<file path="src/rtl/rr_arbiter8way16_if.sv">
`default_nettype none
// ============================================================================
// Module   : rr_arbiter8way16_if
// Brief    : Request/data/handshake bundle between eight requesters, the
//            round-robin arbiter and the shared 16-bit consumer.
//            Optional `lock` vector present only when ARB_LOCK_EN is defined.
// Revision : 1.0  initial release
// ============================================================================
interface rr_arbiter8way16_if;
   logic [7:0]  req;
   logic [15:0] a, b, c, d, e, f, g, h;
   logic [7:0]  ack;
   logic [15:0] out;
   logic [2:0]  sel;
   logic        out_valid;
   logic        out_ready;
`ifdef ARB_LOCK_EN
   logic [7:0]  lock;
`endif

   // Arbiter side
   modport slave (
`ifdef ARB_LOCK_EN
      input  lock,
`endif
      input  req, a, b, c, d, e, f, g, h, out_ready,
      output ack, out, sel, out_valid
   );

   // Requesters plus consumer side
   modport master (
`ifdef ARB_LOCK_EN
      output lock,
`endif
      output req, a, b, c, d, e, f, g, h, out_ready,
      input  ack, out, sel, out_valid
   );
endinterface
`default_nettype wire

</file>
<file path="src/rtl/rr_arbiter8way16.sv">
`default_nettype none
// ============================================================================
// Module   : rr_arbiter8way16
// Brief    : 8-way x 16-bit round-robin arbiter feeding a one-entry output
//            buffer with valid/ready handshake. Define ARB_LOCK_EN to let the
//            last captured requester hold the grant via its lock bit.
// Revision : 1.0  initial release
// ============================================================================
module rr_arbiter8way16 (
   input  wire logic         clk,
   input  wire logic         reset,
   rr_arbiter8way16_if.slave bus
);
   typedef enum logic [0:0] {
      ST_EMPTY = 1'b0,
      ST_FULL  = 1'b1
   } state_t;

   state_t      r_state;
   state_t      w_state_nxt;
   logic [15:0] r_out;
   logic [2:0]  r_sel;
   logic [2:0]  r_ptr;

   logic [15:0] w_data [8];
   logic        w_full;
   logic        w_can_take;
   logic        w_has_win;
   logic [2:0]  w_win;
   logic        w_capture;
   logic [7:0]  w_ack;

   assign w_data[0] = bus.a;
   assign w_data[1] = bus.b;
   assign w_data[2] = bus.c;
   assign w_data[3] = bus.d;
   assign w_data[4] = bus.e;
   assign w_data[5] = bus.f;
   assign w_data[6] = bus.g;
   assign w_data[7] = bus.h;

   assign w_full     = (r_state == ST_FULL);
   assign w_can_take = !w_full || bus.out_ready;

   // First requester at or after the rotate pointer, wrapping modulo 8.
   always_comb begin : arbitrate
      logic [2:0] idx;
      idx       = 3'd0;
      w_has_win = 1'b0;
      w_win     = r_ptr;
      for (int k = 0; k < 8; k++) begin
         idx = r_ptr + 3'(k);
         if (!w_has_win && bus.req[idx]) begin
            w_has_win = 1'b1;
            w_win     = idx;
         end
      end
`ifdef ARB_LOCK_EN
      if (bus.lock[r_sel] && bus.req[r_sel]) begin
         w_has_win = 1'b1;
         w_win     = r_sel;
      end
`endif
   end

   // Reset gates the grant so no requester sees an ack it will never get.
   always_comb begin : next_state
      w_state_nxt = r_state;
      w_capture   = !reset && w_can_take && w_has_win;
      w_ack       = w_capture ? (8'b0000_0001 << w_win) : 8'h00;
      case (r_state)
         ST_EMPTY: if (w_capture) w_state_nxt = ST_FULL;
         ST_FULL:  if (bus.out_ready && !w_capture) w_state_nxt = ST_EMPTY;
         default:  w_state_nxt = ST_EMPTY;
      endcase
   end

   always_ff @(posedge clk or posedge reset) begin
      if (reset) begin
         r_state <= ST_EMPTY;
         r_out   <= 16'h0000;
         r_sel   <= 3'd0;
         r_ptr   <= 3'd0;
      end else begin
         r_state <= w_state_nxt;
         if (w_capture) begin
            r_out <= w_data[w_win];
            r_sel <= w_win;
            r_ptr <= w_win + 3'd1;
         end
      end
   end

   assign bus.ack       = w_ack;
   assign bus.out       = r_out;
   assign bus.sel       = r_sel;
   assign bus.out_valid = w_full;
endmodule
`default_nettype wire

</file>
<file path="src/flat_wrapper.sv">
// flat-port wrapper written by rule: the top's interface ports become plain ports
module rr_arbiter8way16_flat 
  (clk, reset, bus_req, bus_a, bus_b, bus_c, bus_d, bus_e, bus_f, bus_g, bus_h, bus_out_ready, bus_ack, bus_out, bus_sel, bus_out_valid);
  rr_arbiter8way16_if bus_i ();
  input  wire logic clk;
  input  wire logic reset;
  input wire logic [$bits(bus_i.req)-1:0] bus_req;
  input wire logic [$bits(bus_i.a)-1:0] bus_a;
  input wire logic [$bits(bus_i.b)-1:0] bus_b;
  input wire logic [$bits(bus_i.c)-1:0] bus_c;
  input wire logic [$bits(bus_i.d)-1:0] bus_d;
  input wire logic [$bits(bus_i.e)-1:0] bus_e;
  input wire logic [$bits(bus_i.f)-1:0] bus_f;
  input wire logic [$bits(bus_i.g)-1:0] bus_g;
  input wire logic [$bits(bus_i.h)-1:0] bus_h;
  input wire logic [$bits(bus_i.out_ready)-1:0] bus_out_ready;
  output wire logic [$bits(bus_i.ack)-1:0] bus_ack;
  output wire logic [$bits(bus_i.out)-1:0] bus_out;
  output wire logic [$bits(bus_i.sel)-1:0] bus_sel;
  output wire logic [$bits(bus_i.out_valid)-1:0] bus_out_valid;
  assign bus_i.req = bus_req;
  assign bus_i.a = bus_a;
  assign bus_i.b = bus_b;
  assign bus_i.c = bus_c;
  assign bus_i.d = bus_d;
  assign bus_i.e = bus_e;
  assign bus_i.f = bus_f;
  assign bus_i.g = bus_g;
  assign bus_i.h = bus_h;
  assign bus_i.out_ready = bus_out_ready;
  assign bus_ack = bus_i.ack;
  assign bus_out = bus_i.out;
  assign bus_sel = bus_i.sel;
  assign bus_out_valid = bus_i.out_valid;
  rr_arbiter8way16 u_core (.clk(clk), .reset(reset), .bus(bus_i));
endmodule
</file>
<file path="config.mk">
export PLATFORM = sky130hd
export DESIGN_NAME = rr_arbiter8way16_flat
export DESIGN_NICKNAME = d
export VERILOG_FILES = /design/src/rtl/rr_arbiter8way16_if.sv /design/src/rtl/rr_arbiter8way16.sv /design/src/flat_wrapper.sv
export SDC_FILE = /design/constraint.sdc
export NUM_CORES = 1
export LEC_CHECK = 0
export BUFFER_PORTS_ARGS = -buffer_cell sky130_fd_sc_hd__buf_2
export CORE_ASPECT_RATIO = 0.7
export CORE_MARGIN = 5
export CORE_UTILIZATION = 46
export CTS_CLUSTER_SIZE = 10
export DETAILED_ROUTE_END_ITERATION = 6
export GPL_TIMING_DRIVEN = 0
export HOLD_SLACK_MARGIN = 0.05
export PLACE_DENSITY = 0.82
export SLEW_MARGIN = 20
export SYNTH_ARGS = -nofsm -noshare
export SYNTH_HDL_FRONTEND = slang
export SYNTH_SLANG_ARGS = --single-unit
export TNS_END_PERCENT = 100
</file>
<file path="constraint.sdc">
create_clock -name clk -period 5.05 [get_ports clk]
set_input_delay 0.2525 -clock clk [delete_from_list [all_inputs] [get_ports clk]]
set_output_delay 0.2525 -clock clk [all_outputs]
set_load 0.1 [all_outputs]
</file>
==> impl_results.md, run 1 <==
- Status: complete, no violations
- CP Data Required Time: 4.80 ns
- Delay of the slowest critical-path stage: 0.46 ns
- CTS Buf Count: 3
- Skew-Pair Late Insertion Delay: 0.27 ns
- DRT iter0 DRCs: 196
- Worst Path Arrival: 4.56 ns
- Global Route met2 Usage: 0.417
- Most frequent cells in the layout: 171 x buf_2, 70 x nand2_1, 23 x o21ai_0, 23 x dfrtp_1, 21 x mux2i_1
- Top FF cell, synth: dfrtp_1
- Max-slew violations: 0
- Critical-path cell list: buf_2 -> inv_1 -> ha_1 -> buf_6 -> mux4_2 -> mux2i_2 -> nand2_1 -> a21oi_1 -> o211ai_2 -> o2111a_1 -> buf_4 -> buf_4 -> buf_2 -> nor3_1 -> buf_4
- Initial DRT Pass Iterations: 5
- Leading cell type in the layout, fill and taps excluded: buf_2
- # diodes: 0
- GR Util All Layers: 0.270
- Slowest CP cell: dfrtp_1
- Layout Cells excl Fill: 615
- RD Place Congestion: 0.916
- Clock transition at path regs: 0.08 ns
- CP startpoint kind: flop
- Clock Path Buffers: 2
- Area share of the largest cell type after synthesis: 0.188
- Clk root buf: clkbuf_8
- Initial Util: 0.482
- Avg Inst Size Synth: 8.67 sq um
- GRT met1 Usage: 0.395
- Die Wd: 108 microns
- Fillers: 588
- Final Hold Fails: 0
- Largest net degree at the start of global routing: 25
- DRC violations left: 0
- CP Max Fanout: 10
- Most frequent CP cell: buf_4
- DIE HEIGHT: 78.3 microns
- Final clock period utilization by the worst path: 0.952
- Syn Inst Count: 354
- Clock sinks: 23
- Max_slew headroom: 0.368
- Critical path endpoint category: output port
- IO buf count: 166
- Via Count: 3610
- Net count, final: 667
- Cell Area, Synth: 0.00307 sq mm
- Layout area overhead: 32.7%
- H-tree depth: 1
- Bufs and invs on worst path: 7
- Placed Area: 0.00402 sq mm
- Post-Route WL: 11900 microns
- Post-synthesis async set-or-reset flop share: 1.00
- Max-capacitance violation count: 0
- Remaining global-route overflow: 0
- Fin crit period: 4.81 ns
- Core area: 0.00637 sq mm
- Routed len/inst: 19.3 microns
- Vias in the first global route: 3487
- Inst Count DP: 611
- Post-synth EDFFs: 0
- CP delay by family, top: buffers and inverters
- Post-synthesis sequential area ratio: 0.188
- Remaining antenna violation count: 0
- Global-route wire length before repair: 18200 microns
- Avg Vias per Cell: 5.87
- Clock Skew: 0.00395 ns
- Worst hold path type: input pin to async pin
- Post-synth top area cell: dfrtp_1
- Synth Warn #: 0
- Die ar.: 0.00843 sq mm
- Final Setup Violations: 0
- Hold-fix buffers, CTS: 0
- Fmax: 208 MHz
- Net count after synthesis: 496
- Global routing's busiest layer: met2
- Antenna violations before repair: 0
- Setup TNS Final: 0 ns
- Top post-synthesis cells by area: dfrtp_1 19%, nand2_1 8.6%, mux2_2 7.0%
- Met3 Use GR: 0.0516
- Slew @ Worst Pin: 0.947 ns
- Hpwl dp: 9920 microns
- Synth Register Bits: 23
- CTS tree: yes
- Setup CP Type: flop to output port
- Row cnt: 24
- RSZ-0062 raised after global routing: false
- Unique masters post-synth: 60
- Final instance area: 0.00407 sq mm
- # IOs: 167
- Share of cells above drive strength 1: 0.485
routing by layer:
layer / wire [microns] / share of wire
met3: 1230 / 0.10
met1: 4830 / 0.41
met2: 5650 / 0.48
met5: 0 / 0
met4: 161 / 0.014
final timing paths:
check                             startpoint                   end  slack, ns  cells after the start
min                                    reset     u_core.bus.sel[2]       0.19                      2
min reg2reg                u_core.bus.out[0]     u_core.bus.out[0]       0.49                      2
max                          u_core.r_ptr[1]            bus_ack[5]       0.24                     15
min in group clk               bus_out_ready  u_core.bus.out_valid       0.33                      3
max reg2reg                  u_core.r_ptr[1]     u_core.bus.out[2]       0.72                     14
max in group asynchronous              reset    u_core.bus.out[15]       4.28                      2
cell families after synthesis:
| family | share of synthesized area |
|---|---|
| fa+ha+maj | 0.0122 |
| buf+inv | 0.0669 |
| simple gates | 0.198 |
| compound gates | 0.288 |
| flops | 0.188 |
| mux | 0.221 |
| xor+xnor | 0.0261 |
repair_timing:
item                       CTS  global route
setup buffers                0             0
setup endpoints to repair    0             7
gates resized for setup      0             5
through the flow:
step	worst slack, ns	util	hold WS (ns)
2_1_floorplan	-0.349	-	0.263
3_3_place_gp	0.568	0.631	0.458
3_5_place_dp	0.488	0.631	0.466
4_1_cts	0.196	0.638	0.212
5_1_grt	0.00793	0.640	0.263
6_report	0.242	0.640	0.186
cell usage after synthesis, types with 2 or more instances:
cell type	count
a211oi_1	16
a21oi_1	9
a22o_1	2
a32o_1	6
a32o_2	10
and2_1	19
buf_2	8
buf_4	6
buf_6	6
clkbuf_1	6
dfrtp_1	23
ha_1	3
inv_1	8
mux2_2	19
mux2i_1	21
mux4_2	9
nand2_1	70
nand2b_1	3
nand3_1	4
nor2_1	14
nor2b_1	4
nor3_1	3
o211ai_1	4
o21a_1	3
o21ai_0	23
o21ai_2	2
o221ai_1	2
o31ai_1	6
o31ai_2	10
xnor2_1	4
xor2_1	2
registers in the layout, indices dropped and copies added, names as in the netlist:
register and cells:
u_core.bus.sel 3, u_core.r_ptr 3, u_core.bus.out 16, u_core.bus.out_valid 1
layout make-up:
cell class / count / area (sq um) / area share
multi-input cells: 297 / 2290 / 0.563
repair buffers: 166 / 838 / 0.206
flip-flops and latches: 23 / 576 / 0.141
plain buffers: 26 / 175 / 0.0430
well taps: 91 / 114 / 0.0280
clock buffers: 4 / 45.0 / 0.0111
inverters: 8 / 30.0 / 0.00737
worst register-to-register path, delay by kind of cell, from the launching register on:
| kind | cells | cell delay, ns |
|---|---|---|
| AND/OR/NAND/NOR | 1 | 0.13 |
| multiplexers | 2 | 0.75 |
| buffers and inverters | 4 | 0.90 |
| AO/OA/AOI/OAI | 6 | 1.58 |
| adder cells (fa/ha/maj) | 1 | 0.43 |
| flip-flops | 1 | 0.46 |
Power of run 1 is left out: the tool's default activity adds up to more than one toggle a clock period on the data nets, which glitch-free logic cannot reach.
==> run 2, diff against run 1 <==
- RECOVER_POWER: unset -> 50
==> impl_results.md, run 2 (same netlist as run 1, synthesis figures left out) <==
- Status: complete, no violations
- Max-slew violations: 0
- Worst hold path type: input pin to async pin
- Fin worst setup slack: 0.253 ns
- Leading cell type in the layout, fill and taps excluded: buf_2
- Fin crit period: 4.80 ns
- Via Count: 3569
- R2r setup slk: 0.71 ns
- Core area: 0.00637 sq mm
- Clk root buf: clkbuf_8
- # diodes: 0
- RSZ-0062 raised after global routing: false
- CTS Buf Count: 3
- Max_slew headroom: 0.188
- Clock transition at path regs: 0.08 ns
- Net count, final: 667
- Cts repair resizes: 0
- Worst Path Arrival: 4.54 ns
- Register Area: 576 sq um
- Fmax: 208 MHz
- Skew-Pair Late Insertion Delay: 0.27 ns
- # IOs: 167
- Post-CTS Setup Inserts: 0
- Layout area overhead: 32.2%
- Antenna violations before repair: 0
- Multi-input gate area: 0.00229 sq mm
- Max reg flops: 16
- Routed len/inst: 19.3 microns
- DRC violations left: 0
- Row cnt: 24
- H-tree depth: 1
- Clock sinks: 23
- Post-Place Setup Slack: 0.488 ns
- Final core occ: 0.637
- CP Max Fanout: 10
- Global-route wire length before repair: 18200 microns
- Clock Path Buffers: 2
- Fillers: 596
- Initial Util: 0.482
- CP startpoint kind: flop
- Setup CP Type: flop to output port
- Largest net degree at the start of global routing: 25
- Die Wd: 108 microns
- Remaining global-route overflow: 0
- CTS tree: yes
- Hpwl dp: 9920 microns
- Vias in the first global route: 3487
- Final Hold Fails: 0
- DIE HEIGHT: 78.3 microns
- Most frequent cells in the layout: 158 x buf_2, 70 x nand2_1, 23 x o21ai_0, 23 x dfrtp_1, 21 x mux2i_1
- Final Setup Violations: 0
- Slew @ Worst Pin: 1.22 ns
- Hold-fix buffers, CTS: 0
- Max-capacitance violation count: 0
- CP Data Required Time: 4.80 ns
- Post-Route WL: 11900 microns
- Die ar.: 0.00843 sq mm
- RD Place Congestion: 0.916
- Clock Skew: 0.00389 ns
- GR Util All Layers: 0.270
- Remaining antenna violation count: 0
- Initial DRT Pass Iterations: 5
- Final clock period utilization by the worst path: 0.950
- Critical path endpoint category: output port
- Share of cells above drive strength 1: 0.460
- IO buf count: 166
- Avg Vias per Cell: 5.80
- DRT iter0 DRCs: 205
- Final instance area: 0.00406 sq mm
- Placed Area: 0.00402 sq mm
## run 2: final timing paths
check                                       endpoint  cells after the start              start
worst min-delay path               u_core.bus.sel[2]                      2              reset
max in group asynchronous         u_core.bus.out[15]                      2              reset
worst min register to register     u_core.bus.out[0]                      2  u_core.bus.out[0]
worst max register to register     u_core.bus.out[4]                     13    u_core.r_ptr[1]
worst max-delay path                      bus_ack[5]                     15    u_core.r_ptr[1]
min in group clk                u_core.bus.out_valid                      3      bus_out_ready
## run 2: layout make-up
type	count	area share
multi-input cells	297	0.566
repair buffers	166	0.203
clock buffers	4	0.0111
inverters	8	0.00740
well taps	91	0.0281
flip-flops and latches	23	0.142
plain buffers	26	0.0432
## run 2: critical path, cell delays in order, from the launching register on
cell and delay [ns]:
dfrtp_1 0.46, buf_2 0.29, inv_1 0.19, ha_1 0.43, buf_6 0.19, mux4_2 0.39
mux2i_2 0.36, nand2_1 0.13, a21oi_1 0.35, o211ai_2 0.16, o2111a_1 0.18, buf_4 0.16
buf_4 0.18, buf_2 0.20, nor3_1 0.27, buf_4 0.34
## run 2: routing by layer
metal	global-route usage	up-vias	routed length, microns
li1	-	1667	-
met1	0.395	1682	4860
met2	0.417	210	5690
met3	0.0516	10	1200
met4	0.0517	0	127
met5	0	-	0
## run 2: through the flow
step,instances,hold slack [ns],setup TNS (ns)
3_3_place_gp,611,0.458,0
6_report,615,0.188,0
4_1_cts,615,0.212,0
2_1_floorplan,354,0.263,-0.698
5_1_grt,615,0.263,0
3_5_place_dp,611,0.466,0
Power of run 2 is left out for the same reason.
